===== src/rtl/data_mem_arbiter.sv =====
// rtl/data_mem_arbiter.sv - two-port data memory arbiter with IDLE/ACCESS/RESP transaction FSM.
// Optional round-robin tie-break enabled by macro DMARB_ROUND_ROBIN_EN (fixed A-priority otherwise).
module data_mem_arbiter #(
    parameter int Bits    = 64,
    parameter int MemSize = 16
) (
    input  logic            clk,
    input  logic            rst_n,
    input  logic            a_req,
    input  logic            a_we,
    input  logic [Bits-1:0] a_addr,
    input  logic [Bits-1:0] a_wdata,
    output logic            a_ack,
    output logic            a_err,
    output logic [Bits-1:0] a_rdata,
    input  logic            b_req,
    input  logic            b_we,
    input  logic [Bits-1:0] b_addr,
    input  logic [Bits-1:0] b_wdata,
    output logic            b_ack,
    output logic            b_err,
    output logic [Bits-1:0] b_rdata,
    output logic [Bits-1:0] mem_access_addr,
    output logic [Bits-1:0] mem_write_data,
    output logic            mem_write_en,
    output logic            mem_read,
    input  logic [Bits-1:0] mem_read_data,
    output logic            busy
);
    typedef enum logic [1:0] {
        IDLE   = 2'd0,
        ACCESS = 2'd1,
        RESP   = 2'd2
    } state_e;

    localparam logic [Bits-1:0] MemLimit = Bits'(MemSize);

    state_e          state_q, state_d;
    logic            win_b_q, win_b_d;
    logic            we_q, we_d;
    logic [Bits-1:0] addr_q, addr_d;
    logic [Bits-1:0] wdata_q, wdata_d;
    logic [Bits-1:0] rdata_a_q, rdata_b_q;
    logic            any_req;
    logic            grant_b;
    logic            in_range;
    logic [Bits-1:0] rd_value;

    assign any_req  = a_req | b_req;
    assign in_range = (addr_q < MemLimit);
    // Writes and out-of-range accesses report zero rather than whatever the memory drives.
    assign rd_value = (!we_q && in_range) ? mem_read_data : '0;

`ifdef DMARB_ROUND_ROBIN_EN
    logic ptr_q, ptr_d;

    assign grant_b = b_req & (~a_req | ptr_q);

    always_comb begin
        ptr_d = ptr_q;
        if (state_q == IDLE && any_req) begin
            ptr_d = ~grant_b;
        end
    end

    always_ff @(posedge clk or negedge rst_n) begin
        if (!rst_n) begin
            ptr_q <= 1'b0;
        end else begin
            ptr_q <= ptr_d;
        end
    end
`else
    assign grant_b = b_req & ~a_req;
`endif

    always_comb begin
        state_d = state_q;
        win_b_d = win_b_q;
        we_d    = we_q;
        addr_d  = addr_q;
        wdata_d = wdata_q;
        case (state_q)
            IDLE: begin
                if (any_req) begin
                    state_d = ACCESS;
                    win_b_d = grant_b;
                    we_d    = grant_b ? b_we    : a_we;
                    addr_d  = grant_b ? b_addr  : a_addr;
                    wdata_d = grant_b ? b_wdata : a_wdata;
                end
            end
            ACCESS:  state_d = RESP;
            RESP:    state_d = IDLE;
            default: state_d = IDLE;
        endcase
    end

    always_ff @(posedge clk or negedge rst_n) begin
        if (!rst_n) begin
            state_q   <= IDLE;
            win_b_q   <= 1'b0;
            we_q      <= 1'b0;
            addr_q    <= '0;
            wdata_q   <= '0;
            rdata_a_q <= '0;
            rdata_b_q <= '0;
        end else begin
            state_q <= state_d;
            win_b_q <= win_b_d;
            we_q    <= we_d;
            addr_q  <= addr_d;
            wdata_q <= wdata_d;
            if (state_q == ACCESS) begin
                if (win_b_q) begin
                    rdata_b_q <= rd_value;
                end else begin
                    rdata_a_q <= rd_value;
                end
            end
        end
    end

    // Memory strobes decode straight from state so an asynchronous reset drops them at once.
    always_comb begin
        mem_access_addr = '0;
        mem_write_data  = '0;
        mem_write_en    = 1'b0;
        mem_read        = 1'b0;
        if (state_q == ACCESS) begin
            mem_access_addr = addr_q;
            mem_write_data  = wdata_q;
            mem_write_en    = we_q & in_range;
            mem_read        = ~we_q & in_range;
        end
    end

    assign busy    = (state_q != IDLE);
    assign a_ack   = (state_q == RESP) & ~win_b_q;
    assign b_ack   = (state_q == RESP) & win_b_q;
    assign a_err   = a_ack & ~in_range;
    assign b_err   = b_ack & ~in_range;
    assign a_rdata = rdata_a_q;
    assign b_rdata = rdata_b_q;
endmodule


===== config.mk =====
export PLATFORM = sky130hd
export DESIGN_NAME = data_mem_arbiter
export DESIGN_NICKNAME = d
export VERILOG_FILES = /design/src/rtl/data_mem_arbiter.sv
export SDC_FILE = /design/constraint.sdc
export NUM_CORES = 1
export LEC_CHECK = 0
export CAP_MARGIN = 20
export CORE_AREA = 2 2 226 228
export DETAILED_ROUTE_END_ITERATION = 6
export DIE_AREA = 0 0 228 230
export PLACE_DENSITY = 0.63
export SKIP_CTS_REPAIR_TIMING = 1
export SLEW_MARGIN = 0
export SYNTH_ARGS = -nofsm -noshare
export SYNTH_HDL_FRONTEND = slang
export SYNTH_SLANG_ARGS = --single-unit

===== constraint.sdc =====
create_clock -name clk -period 5.6 [get_ports clk]
set_input_delay 1.12 -clock clk [delete_from_list [all_inputs] [get_ports clk]]
set_output_delay 1.12 -clock clk [all_outputs]
set_load 0.01 [all_outputs]

==> results_dict.tcl <==
set metrics [dict create \
    rsz0062_at_grt "no" \
    drv_slew 0 \
    routedWlPerCell_um 18.2 \
    arrival_ns 3.06 \
    required_ns 4.48 \
    drc 0 \
    fmax_mhz 239 \
    p_leak_uw 0.00795 \
    cts_buffer_depth 3 \
    status "complete, no violations" \
    fin_skew_ns 0.0109 \
    ant_nets 0 \
    hp-class "reg2reg" \
    core_region_area_sq_um 49900 \
    r2r-start "addr_q[54]$_DFFE_PN0P_" \
    min_from "wdata_q[27]$_DFFE_PN0P_" \
    gp_congestion 0.835 \
    synthDistinctLibCells 25 \
    firstDrtPassIters 5 \
    p_per_area_nw_per_um2 378 \
    htreeDepth 1 \
    start_util_pct 24.8 \
    syn_to_final_growth_pct 59.3 \
    drt_iter0_markers 629 \
    synth_simple_gate_area_share_pct 20.1 \
    hold_depth 2 \
    layout_common_cells "587 x clkdlybuf4s50_1, 385 x nand2_1, 260 x dfrtp_1" \
    dp_hpwl_um 34700 \
    nets 2159 \
    worst_ir_drop_vdd_mv 0.264 \
    antenna_found_initial 3 \
    clk_pin_slew_ns 0.06 \
    chipHeight_um 230 \
    syn_inst 1298 \
    routed_via_density 4.38 \
    endpoint_kind "primary output" \
    critPathLaunch "addr_q[54]$_DFFE_PN0P_" \
    io_pins 589 \
    finalCritPeriodShare_pct 74.6 \
    final.setup.tns_ns 0 \
    setup-violations-final 0 \
    rr_worst_depth 5 \
    muxShareOfSynthArea_pct 10.4 \
    maxSlewHeadroom_pct 31.9 \
    finalPower_uw 7440 \
    synthAdderAreaFrac_pct 0 \
    path_class "reg2out" \
    yosysWarnings 0 \
    syn_nets 1624 \
    stdcell_count 2522 \
    clock_sinks 260 \
    wl_um 45900 \
    drive_gt1_share_pct 7.63 \
    async_reset_ff_share_pct 100 \
    ys_seq_area_share_pct 52.6 \
    synth_top_family_by_area "simple AND/OR/NAND/NOR gates" \
    min_period_ns 4.18 \
    start_kind "flip-flop" \
    drv_cap 0 \
    rows 82 \
    final_common_cell "clkdlybuf4s50_1" \
    clk-insertion-delay-late_ns 0.55 \
    tightest_slew_ns 1.02 \
    ys_seq_elements 260 \
    synth-xor-area-share_pct 0 \
    synth_edf_count 0 \
    track_usage_pct 17.0 \
    crit_path_max_fanout 3 \
    syn_area_sq_um 12400 \
    grt_pass1_wl_um 68900 \
    grt_pass1_vias 11300 \
    placed_cells 2474 \
    port-buffer-count 588 \
    synth-compound-area-share_pct 12.9 \
    numCtsBuffers 29 \
    root_buffer "clkbuf_16" \
    syn_area_per_cell_sq_um 9.52 \
    grt_max_degree 112 \
    die-area_sq_um 52400 \
    final_hold_viol_count 0 \
    grt_overflow 0 \
    via_count 11000 \
    die_w_um 228 \
    cts_tree "done" \
    ys.flop_type "dfrtp_1" \
]
[cells in the mapped netlist, drive strengths merged (3+ instances only)]
library cell / count / area [sq um]
and2: 129 / 807
buf: 33 / 238
clkbuf: 66 / 248
dfrtp: 260 / 6510
mux2i: 129 / 1290
nand2: 386 / 1450
nand4: 3 / 18.8
nor2b: 5 / 31.3
nor4: 16 / 106
o21ai: 258 / 1580
[kinds of logic (layout without fill, tap and decap cells)]
kind of cell	count (synthesis)	after routing
AOI/OAI and AO/OA	260	260
muxes	129	129
other	0	1
and+or+nand+nor	548	548
DFF	260	260
buffers and inverters	101	652
[layer usage]
metal	up-vias	GRT usage [%]	share of wire (%)	routed length, um
li1	5372	-	-	-
met1	5156	20.5	41	18700
met2	454	29.7	49	22500
met3	63	4.13	7.4	3400
met4	0	5.45	3.0	1370
met5	-	0	0	0
[area by class of cell]
cell class	instances	area, sq um
flip-flops and latches	260	6510
clock buffers	41	811
fillers	5003	30200
diodes	1	2.50
clock inverters	6	60.1
multi-input cells	937	5400
inverters	2	7.51
repair buffers	603	6070
well taps	672	841
[path summary, 6_finish.rpt]
kind / to / slack, ns
max in group asynchronous: a_rdata[32]$_DFFE_PN0P_ / 3.84
worst max register to register: b_rdata[25]$_DFFE_PN0P_ / 2.47
worst max-delay path: a_err / 1.42
worst min-delay path: wdata_q[27]$_DFFE_PN0P_ / 0.47
min in group asynchronous: a_rdata[41]$_DFFE_PN0P_ / 0.57
worst min register to register: wdata_q[27]$_DFFE_PN0P_ / 0.47
[through the flow]
step	instance area, sq um	util, %	setup slack (ns)	hold slack, ns
after floorplan	12400	-	3.04	0.442
after global placement	18800	37.7	1.98	0.454
after detailed placement	18800	37.7	1.97	0.462
after CTS	19700	39.5	1.36	0.475
after global routing	19700	39.5	1.24	0.488
final	19700	39.5	1.42	0.468
[state kept, by name (all words and copies together) (netlist names)]
signal and cells:
state_q 2, wdata_q 64, addr_q 64, we_q 1
win_b_q 1, a_rdata 64, b_rdata 64
[worst max-delay path, stage by stage, from the launching register on]
cell             delay [ns]
dfrtp_1                0.40
nor4_1                 0.42
nand4_1                0.29
nor4_1                 0.60
buf_4                  0.26
nor2b_1                0.07
clkdlybuf4s50_1        0.48
[power by group]
part,leakage [uW],switching (uW),internal (uW),total [uW]
Combinational,0.00411,1630,1320,2950
Sequential,0.00341,309,2380,2690
Clock,0.000422,758,1040,1800
Total,0.00795,2700,4740,7440
Note: power is estimated with default switching activity, not from simulation.
